==> config.mk <==
export PLATFORM = sky130hd
export DESIGN_NAME = add_align
export DESIGN_NICKNAME = d
export VERILOG_FILES = /design/src/rtl/add_pkg.sv /design/src/rtl/shr_sticky.sv /design/src/rtl/add_align.sv
export SDC_FILE = /design/constraint.sdc
export NUM_CORES = 1
export LEC_CHECK = 0
export CORE_AREA = 2 2 106 108
export CTS_CLUSTER_DIAMETER = 30
export DETAILED_ROUTE_END_ITERATION = 10
export DIE_AREA = 0 0 108 110
export PLACE_DENSITY = 0.67
export RECOVER_POWER = 100
export SYNTH_ARGS = -nofsm -noshare
export SYNTH_HDL_FRONTEND = slang
export SYNTH_SLANG_ARGS = --single-unit
==> constraint.sdc <==
create_clock -name clk -period 4.4 [get_ports clk]
set_input_delay 1.32 -clock clk [delete_from_list [all_inputs] [get_ports clk]]
set_output_delay 1.32 -clock clk [all_outputs]
set_load 0.02 [all_outputs]
==> src/rtl/add_pkg.sv <==
// add_pkg -- shared widths, FSM state type and helpers for the add_align
// mantissa aligner.
//   MANT_W  : width of a normalized mantissa (bit MANT_W-1 is the leading one)
//   EXP_W   : width of a biased exponent
//   GRS_W   : guard/round/sticky extension bits
//   ALIGN_W : width of an aligned mantissa {mantissa, guard, round, sticky}
//   CNT_W   : width of the shift counter (covers shift distances 1..10)
package add_pkg;

  localparam int MANT_W  = 8;
  localparam int EXP_W   = 8;
  localparam int GRS_W   = 3;
  localparam int ALIGN_W = MANT_W + GRS_W;
  localparam int CNT_W   = 4;

  // Shift distances at or above this value push every mantissa bit into sticky.
  localparam logic [EXP_W-1:0] FULL_SHIFT = 8'd11;

  typedef enum logic [1:0] {
    IDLE  = 2'd0,
    CMP   = 2'd1,
    SHIFT = 2'd2,
    DONE  = 2'd3
  } align_state_t;

  // Append zero guard/round/sticky bits below a mantissa.
  function automatic logic [ALIGN_W-1:0] grs_ext(input logic [MANT_W-1:0] m);
    grs_ext = {m, 3'b000};
  endfunction

endpackage

==> src/rtl/shr_sticky.sv <==
// shr_sticky -- one-bit logical right shift of an aligned mantissa that keeps
// the sticky property: the bit falling out of bit0 is ORed into the new bit0,
// so once any nonzero bit has been shifted away, bit0 stays set.
//   din  : aligned mantissa {mantissa, guard, round, sticky}
//   dout : din shifted right by one with sticky folding
module shr_sticky
  import add_pkg::*;
(
  input  logic [ALIGN_W-1:0] din,
  output logic [ALIGN_W-1:0] dout
);

  // New bit0 is the old bit1 (shifted down) ORed with the old bit0 (shifted out).
  assign dout = {1'b0, din[ALIGN_W-1:2], din[1] | din[0]};

endmodule

==> src/rtl/add_align.sv <==
// add_align -- exponent-difference mantissa aligner feeding a floating-point
// adder. Accepts one operand pair at a time, orders it by magnitude, and
// shifts the smaller mantissa right (one bit per cycle, with sticky) until the
// exponents match.
//   clk, rst_n            : clock (rising edge) and async active-low reset
//   in_valid / in_ready   : operand pair handshake (ready only in IDLE)
//   mant_a/b, exp_a/b,
//   sign_a/b              : operand fields; mantissa 8'h00 means zero
//   out_valid / out_ready : aligned pair handshake (valid only in DONE)
//   mant_big, mant_small  : aligned mantissas {mantissa, guard, round, sticky}
//   exp_o                 : larger (common) exponent
//   sign_big, sign_small  : signs after the magnitude swap
module add_align
  import add_pkg::*;
(
  input  logic               clk,
  input  logic               rst_n,
  input  logic               in_valid,
  output logic               in_ready,
  input  logic [MANT_W-1:0]  mant_a,
  input  logic [MANT_W-1:0]  mant_b,
  input  logic [EXP_W-1:0]   exp_a,
  input  logic [EXP_W-1:0]   exp_b,
  input  logic               sign_a,
  input  logic               sign_b,
  output logic               out_valid,
  input  logic               out_ready,
  output logic [ALIGN_W-1:0] mant_big,
  output logic [ALIGN_W-1:0] mant_small,
  output logic [EXP_W-1:0]   exp_o,
  output logic               sign_big,
  output logic               sign_small
);

  align_state_t state;
  logic [CNT_W-1:0]  cnt;

  // Captured operand pair
  logic [MANT_W-1:0] a_mant, b_mant;
  logic [EXP_W-1:0]  a_exp, b_exp;
  logic              a_sign, b_sign;

  // Magnitude-ordered view of the captured pair
  logic              swap;
  logic [MANT_W-1:0] big_m, small_m;
  logic [EXP_W-1:0]  big_e, small_e;
  logic              big_s, small_s;
  logic [EXP_W-1:0]  diff;

  logic [ALIGN_W-1:0] small_shifted;

  assign in_ready  = (state == IDLE);
  assign out_valid = (state == DONE);

  // Order the captured operands so that big >= small in magnitude.
  always_comb begin
    swap = 1'b0;
    if (b_exp > a_exp) begin
      swap = 1'b1;
    end else if ((b_exp == a_exp) && (b_mant > a_mant)) begin
      swap = 1'b1;
    end else begin
      swap = 1'b0;
    end

    if (swap) begin
      big_m   = b_mant;
      big_e   = b_exp;
      big_s   = b_sign;
      small_m = a_mant;
      small_e = a_exp;
      small_s = a_sign;
    end else begin
      big_m   = a_mant;
      big_e   = a_exp;
      big_s   = a_sign;
      small_m = b_mant;
      small_e = b_exp;
      small_s = b_sign;
    end

    // big_e >= small_e after ordering, so this is |exp_a - exp_b|.
    diff = big_e - small_e;
  end

  shr_sticky u_shr (
    .din  (mant_small),
    .dout (small_shifted)
  );

  // Aligner FSM together with the operand, counter and output registers.
  always_ff @(posedge clk or negedge rst_n) begin
    if (!rst_n) begin
      state      <= IDLE;
      cnt        <= {CNT_W{1'b0}};
      a_mant     <= 8'h00;
      b_mant     <= 8'h00;
      a_exp      <= 8'h00;
      b_exp      <= 8'h00;
      a_sign     <= 1'b0;
      b_sign     <= 1'b0;
      mant_big   <= 11'h000;
      mant_small <= 11'h000;
      exp_o      <= 8'h00;
      sign_big   <= 1'b0;
      sign_small <= 1'b0;
    end else begin
      case (state)
        IDLE: begin
          if (in_valid) begin
            a_mant <= mant_a;
            b_mant <= mant_b;
            a_exp  <= exp_a;
            b_exp  <= exp_b;
            a_sign <= sign_a;
            b_sign <= sign_b;
            state  <= CMP;
          end else begin
            state  <= IDLE;
          end
        end

        CMP: begin
          mant_big   <= grs_ext(big_m);
          exp_o      <= big_e;
          sign_big   <= big_s;
          sign_small <= small_s;
          if (diff == 8'd0) begin
            mant_small <= grs_ext(small_m);
            state      <= DONE;
          end else if (diff >= FULL_SHIFT) begin
            // Every bit of the small mantissa lands in sticky.
            mant_small <= (small_m == 8'h00) ? 11'h000 : 11'h001;
            state      <= DONE;
          end else begin
            mant_small <= grs_ext(small_m);
            cnt        <= diff[CNT_W-1:0];
            state      <= SHIFT;
          end
        end

        SHIFT: begin
          mant_small <= small_shifted;
          cnt        <= cnt - 4'd1;
          // cnt == 0 never occurs here in normal operation; treat it as done.
          if (cnt <= 4'd1) begin
            state <= DONE;
          end else begin
            state <= SHIFT;
          end
        end

        DONE: begin
          if (out_ready) begin
            state <= IDLE;
          end else begin
            state <= DONE;
          end
        end

        default: begin
          state <= IDLE;
        end
      endcase
    end
  end

endmodule

==> run summary, run 1 <==
Crit-path slowest cell: a22oi_1
GRT Total Usage: 0.177
1st-iter DRT viols: 187
Status: complete, but fails checks
I/O Buffers: 68
CP required: 4.63 ns
GR Overflow Total: 0
CTS Buf Count: 9
Ant diodes: 0
Drt drc: 0
Clock tree from TritonCTS: yes
Via Count: 3446
Vias per cell: 5.34
RSZ-0062 raised after global routing: no
Sink Count: 69
Hold-fix buffers, CTS: 0
CTS H-Tree Depth: 3
Fin. max-slew vios: 70
Synthesized flop and latch total: 69
Final non-filler cell total: 645
Final-report setup violation count: 0
CP max FO: 17
Nets: 561
Synth area leaders: dfrtp_1 42%, mux2_2 9.3%, ha_1 7.0%, nand2_1 4.9%, a31oi_1 3.1%
Cell Area, Synth: 4100 um2
Hpwl dp: 7.22 mm
Clock-pin slew on the worst setup and hold paths: 0.07 ns
Crit Path Category: reg2reg
Class of the worst hold path: reg2reg
Area grow syn2layout: 27.0%
Top_reg_cell synth: dfrtp_1
Maximum clock rate: 238 MHz
Yosys top cell area share: 0.422
Worst setup EP type: flop
Ys Warns: 0
Post-synthesis sequential area ratio: 0.422
Count of maximum capacitance violations: 2
IO Pins: 72
First drt pass iteration count: 4
Core Util, Final: 0.486
Worst slew pin tran: 2.04 ns
Most used cell along the critical path: a221oi_2
Delay-heaviest family, CP: compound AO/OA/AOI/OAI gates
Synthesized area per cell: 9.66 um2
Die height: 110 um
Min cycle time layout: 4.20 ns
Largest stage delay, worst path: 0.44 ns
Largest net degree at the start of global routing: 40
Vias in the first global route: 3340
Synth Instances: 424
Initial antenna violation count: 0
Drt total wl: 9.92 mm
Share of layout cells above drive strength 1: 0.172
Placed cell count: 625
Cell accounting for the most synthesized area: dfrtp_1
Final hold violations: 0
Filler instances: 1030
Synth async-reset ratio: 1.00
Crit-path cells: inv_1 > ha_1 > a21o_1 > a221oi_2 > o221ai_4 > a22o_2 > buf_4 > a22oi_1 > o211ai_1 > a221oi_2 > xor2_1 > nand4b_2 > clkbuf_4 > o31a_2 > o21a_1
Clock skew: 0.0105 ns
Average wire per standard cell: 15.4 um
Num rows: 38
Core ar.: 10700 um2
Period Utilization, post-route: 0.954
Die area: 11900 um2
Setup_tns: 0 ns
Hold Slack: 0.525 ns
EDFF count, synth: 0
First-pass GRT wire length: 16.5 mm
Failing checks: capacitance limit, slew limit
Initial Util: 0.383
Die width: 108 um
Yosys cell types: 64
Final GP Congestion: 0.967
Worst EP arrival: 4.43 ns
Skew-Pair Late Insertion Delay: 0.35 ns
CTS root buf: clkbuf_8
Post-route ant nets: 0
Worst Setup Start Kind: flop
Bufs and invs on worst path: 3
Slew margin rel.: -0.359
CTS Buffer Depth: 2
==> cells by family (layout without fill, tap and decap cells) <==
group / count (synthesis) / count (layout) / share of synthesized area
other: 1 / 3 / 0.000915
AND/OR/NAND/NOR: 124 / 124 / 0.145
adder cells (fa/ha/maj): 23 / 23 / 0.0703
multiplexers: 36 / 36 / 0.0984
XOR/XNOR: 4 / 4 / 0.00855
AO/OA/AOI/OAI: 111 / 111 / 0.199
flip-flops: 69 / 69 / 0.422
buffers and inverters: 56 / 135 / 0.0568
==> layout by cell type, fill, tap and decap left out, types with 3 or more instances in the layout <==
| cell | instances |
|---|---|
| nand3_1 | 4 |
| nand4_1 | 3 |
| a221oi_2 | 3 |
| dfrtp_1 | 69 |
| clkbuf_1 | 7 |
| clkdlybuf4s50_1 | 34 |
| a31oi_1 | 19 |
| mux2_2 | 34 |
| o211ai_1 | 3 |
| ha_1 | 22 |
| o21a_1 | 9 |
| nand2_1 | 53 |
| clkbuf_8 | 11 |
| nand2b_1 | 6 |
| nor2_1 | 33 |
| dlygate4sd3_1 | 33 |
| o311ai_1 | 6 |
| and3_2 | 3 |
| buf_4 | 14 |
| a21oi_1 | 24 |
| nor2b_1 | 5 |
| a221oi_1 | 6 |
| inv_1 | 32 |
| a22oi_1 | 3 |
| o21ai_0 | 14 |
| conb_1 | 3 |
==> cell type report <==
class	count	area [um2]	share of cell area
clock buffers	13	159	0.0305
inverters	32	120	0.0231
multi-input cells	301	2180	0.418
repair buffers	87	802	0.154
flip-flops and latches	69	1730	0.332
well taps	140	175	0.0337
clock inverters	3	43.8	0.00842
==> worst paths after layout <==
kind	slack [ns]	endpoint	cells after the start	start
max	0.20	cnt[2]$_DFFE_PN0P_	15	a_exp[3]$_DFFE_PN0P_
min	0.53	mant_small[4]$_DFFE_PN0P_	1	mant_small[4]$_DFFE_PN0P_
max reg2reg	0.20	cnt[2]$_DFFE_PN0P_	15	a_exp[3]$_DFFE_PN0P_
min reg2reg	0.53	mant_small[4]$_DFFE_PN0P_	1	mant_small[4]$_DFFE_PN0P_
max in group asynchronous	1.19	cnt[1]$_DFFE_PN0P_	2	rst_n
min in group asynchronous	1.44	b_exp[7]$_DFFE_PN0P_	1	rst_n
==> per-stage QoR <==
step,worst slack [ns],cell area (um2)
2_1_floorplan,0.0679,4110
3_3_place_gp,0.146,4960
4_1_cts,0.0713,5170
5_1_grt,0.0125,5200
6_report,0.203,5200
3_5_place_dp,-0.0116,4960
==> flip-flops by register name, summed over array words and instances, names as in the netlist <==
signal	count
state	2
mant_small	11
cnt	4
a_mant	8
sign_small	1
mant_big	8
b_exp	8
a_sign	1
a_exp	8
sign_big	1
b_sign	1
b_mant	8
exp_o	8
==> timing repair <==
item	4_1_cts	5_1_grt
pin swaps	0	1
resized for setup	1	6
buffers inserted	0	4
setup endpoints to repair	2	13
==> synth_stat cells (6+ instances only) <==
| library cell | count |
|---|---|
| nand2_1 | 53 |
| inv_1 | 32 |
| o21a_1 | 9 |
| o21ai_0 | 14 |
| a221oi_1 | 7 |
| nor2_1 | 33 |
| a31oi_1 | 20 |
| dfrtp_1 | 69 |
| nand2b_1 | 6 |
| ha_1 | 23 |
| mux2_2 | 34 |
| clkbuf_1 | 17 |
| a21oi_1 | 24 |
==> per-layer routing <==
metal	wire length [um]	track usage
met3	476	0.0364
met2	4470	0.270
met1	4830	0.250
met4	145	0.0604
met5	0	0
Power of run 1 is left out: the tool's default activity adds up to more than one toggle a clock period on the data nets, which glitch-free logic cannot reach.
==> run 2: changes to the inputs <==
--- a/config.mk
+++ b/config.mk
@@ -5,11 +5,11 @@
 export SDC_FILE = /design/constraint.sdc
 export NUM_CORES = 1
 export LEC_CHECK = 0
-export CORE_AREA = 2 2 106 108
+export CORE_AREA = 2 2 96 98
 export CTS_CLUSTER_DIAMETER = 30
 export DETAILED_ROUTE_END_ITERATION = 10
-export DIE_AREA = 0 0 108 110
-export PLACE_DENSITY = 0.67
+export DIE_AREA = 0 0 98 100
+export PLACE_DENSITY = 0.79
 export RECOVER_POWER = 100
 export SYNTH_ARGS = -nofsm -noshare
 export SYNTH_HDL_FRONTEND = slang
==> run 2 against run 1 <==
The flow still finishes with violations (capacitance limit, slew limit). Via count grew 1.9%. Critical endpoint is now cnt[0]$_DFFE_PN0P_. Final cell count shrank 5.3%. Largest cell class unchanged. Global-route usage grew 2.8 points. Clock skew grew 0.0044 ns. Flip-flop and latch count is the same. Worst hold slack lost 0.0035 ns. Die area shrank 18%. Maximum frequency grew 1.0%. Register-to-register slack gained 0.04 ns.
==> run summary, run 2 (synthesis results as in run 1) <==
Sink Count: 69 (unchanged)
Hold Slack: 0.522 ns (was 0.525 ns)
Vias per cell: 5.75 (was 5.34)
Largest stage delay, worst path: 0.39 ns (was 0.44 ns)
CTS Buf Count: 9 (unchanged)
First-pass GRT wire length: 16.2 mm (was 16.5 mm)
Post-route ant nets: 0 (unchanged)
Most common cell after layout, fill and taps aside: dfrtp_1 (unchanged)
Worst reg2reg startpoint: a_exp[5]$_DFFE_PN0P_ (was a_exp[3]$_DFFE_PN0P_)
CP max FO: 11 (was 17)
Die area: 9800 um2 (was 11900 um2)
R2R setup slack: 0.25 ns (was 0.20 ns)
Maximum clock rate: 241 MHz (was 238 MHz)
Class of the worst hold path: reg2reg (unchanged)
Delay-heaviest family, CP: compound AO/OA/AOI/OAI gates (unchanged)
GRT Total Usage: 0.204 (was 0.177)
Via Count: 3512 (was 3446)
CTS root buf: clkbuf_8 (unchanged)
Initial Util: 0.461 (was 0.383)
Core Util, Final: 0.583 (was 0.486)
Slew margin rel.: -0.323 (was -0.359)
GR Overflow Total: 0 (unchanged)
Skew-Pair Late Insertion Delay: 0.36 ns (was 0.35 ns)
Fin. max-slew vios: 36 (was 70)
CP required: 4.64 ns (was 4.63 ns)
Share of layout cells above drive strength 1: 0.170 (was 0.172)
Worst r2r dst: cnt[0]$_DFFE_PN0P_ (was cnt[2]$_DFFE_PN0P_)
Crit-path slowest cell: dfrtp_1 (was a22oi_1)
Largest Register: mant_small (unchanged)
Bufs and invs on worst path: 4 (was 3)
Worst Setup Start Kind: flop (unchanged)
Worst setup EP type: flop (unchanged)
Crit Path Category: reg2reg (unchanged)
Worst slew pin tran: 1.98 ns (was 2.04 ns)
Status: complete, but fails checks (unchanged)
Clock tree from TritonCTS: yes (unchanged)
Most frequent cells in the layout: 69 x dfrtp_1, 53 x nand2_1, 34 x mux2_2, 34 x clkdlybuf4s50_1 (unchanged)
Die width: 98 um (was 108 um)
Failing checks: capacitance limit, slew limit (unchanged)
Crit-path cells: inv_1 > ha_1 > and2_4 > a221oi_2 > o221ai_4 > buf_4 > a22o_2 > buf_4 > a22oi_1 > a31oi_1 > and2_2 > o31ai_1 > nand4b_2 > buf_4 > o311a_1 > a41o_1 (was inv_1 > ha_1 > a21o_1 > a221oi_2 > o221ai_4 > a22o_2 > buf_4 > a22oi_1 > o211ai_1 > a221oi_2 > xor2_1 > nand4b_2 > clkbuf_4 > o31a_2 > o21a_1)
Hold Startpoint: mant_small[0]$_DFFE_PN0P_ (was mant_small[4]$_DFFE_PN0P_)
Clock-pin slew on the worst setup and hold paths: 0.08 ns (was 0.07 ns)
Hpwl dp: 6.93 mm (was 7.22 mm)
Drt total wl: 9.93 mm (was 9.92 mm)
CTS H-Tree Depth: 3 (unchanged)
Final GP Congestion: 0.970 (was 0.967)
Most used cell along the critical path: buf_4 (was a221oi_2)
Worst EP arrival: 4.40 ns (was 4.43 ns)
Nets: 557 (was 561)
Final-report setup violation count: 0 (unchanged)
Average wire per standard cell: 16.3 um (was 15.4 um)
Hold depth: 2 (was 1)
Largest register FFs: 11 (unchanged)
Hold-fix buffers, CTS: 0 (unchanged)
CTS Buffer Depth: 2 (unchanged)
Initial antenna violation count: 0 (unchanged)
Area grow syn2layout: 26.5% (was 27.0%)
Largest net degree at the start of global routing: 47 (was 40)
Vias in the first global route: 3440 (was 3340)
Count of maximum capacitance violations: 1 (was 2)
Period Utilization, post-route: 0.944 (was 0.954)
Post-Layout Inst Area: 5180 um2 (was 5200 um2)
Final hold violations: 0 (unchanged)
Worst Hold End: mant_small[0]$_DFFE_PN0P_ (was mant_small[4]$_DFFE_PN0P_)
Die height: 100 um (was 110 um)
Drt drc: 0 (unchanged)
I/O Buffers: 68 (unchanged)
Ant diodes: 0 (unchanged)
First drt pass iteration count: 4 (unchanged)
Worst r2r path cells: 16 (was 15)
Num rows: 35 (was 38)
IO Pins: 72 (unchanged)
1st-iter DRT viols: 250 (was 187)
Clock skew: 0.0149 ns (was 0.0105 ns)
Core ar.: 8890 um2 (was 10700 um2)
Area after DPL: 4910 um2 (was 4960 um2)
Min cycle time layout: 4.15 ns (was 4.20 ns)
[run 2: stage by stage]
step,setup TNS (ns),setup slack [ns],std cells
after global routing,-0.0299,-0.0299,611
after floorplan,0,0.0679,426
after CTS,0,0.104,608
after global placement,0,0.218,593
after detailed placement,0,0.116,593
final,0,0.246,611
[run 2: routing by layer]
metal | track usage | wire [um] | vias to the layer above
li1 | - | - | 1658
met1 | 0.280 | 4500 | 1703
met2 | 0.323 | 4690 | 128
met3 | 0.0279 | 476 | 23
met4 | 0.0972 | 265 | 0
met5 | 0 | 0 | -
[run 2: repair_timing]
item                                    4_1_cts  5_1_grt
endpoints found under the setup margin        0       13
gates resized for setup                       0        2
buffers inserted                              0        3
[run 2: final cells by class]
type / instances / area (um2)
Multi-Input combinational cell: 301 / 2160
Fill cell: 763 / 3710
Tap cell: 111 / 139
Timing Repair Buffer: 83 / 793
Clock buffer: 10 / 138
Sequential cell: 69 / 1730
Clock inverter: 5 / 106
Inverter: 32 / 120
[run 2: worst register-to-register path: stages, from the launching register on]
cell and delay, ns:
dfrtp_1 0.39, inv_1 0.07, ha_1 0.39, and2_4 0.21
a221oi_2 0.30, o221ai_4 0.14, buf_4 0.19, a22o_2 0.27
buf_4 0.18, a22oi_1 0.35, a31oi_1 0.21, and2_2 0.23
o31ai_1 0.25, nand4b_2 0.15, buf_4 0.17, o311a_1 0.32
a41o_1 0.20
[run 2: worst max path at each step]
stage | cells after the start | start | to | slack (ns)
after floorplan | 17 | a_exp[5]$_DFFE_PN0P_ | cnt[0]$_DFFE_PN0P_ | 0.07
after global placement | 16 | a_exp[5]$_DFFE_PN0P_ | mant_small[6]$_DFFE_PN0P_ | 0.22
after detailed placement | 16 | a_exp[5]$_DFFE_PN0P_ | mant_small[6]$_DFFE_PN0P_ | 0.12
after CTS | 16 | a_exp[5]$_DFFE_PN0P_ | mant_small[6]$_DFFE_PN0P_ | 0.10
after global routing | 16 | a_exp[2]$_DFFE_PN0P_ | cnt[0]$_DFFE_PN0P_ | -0.03
final | 16 | a_exp[5]$_DFFE_PN0P_ | cnt[0]$_DFFE_PN0P_ | 0.25
Power of run 2 is left out for the same reason.
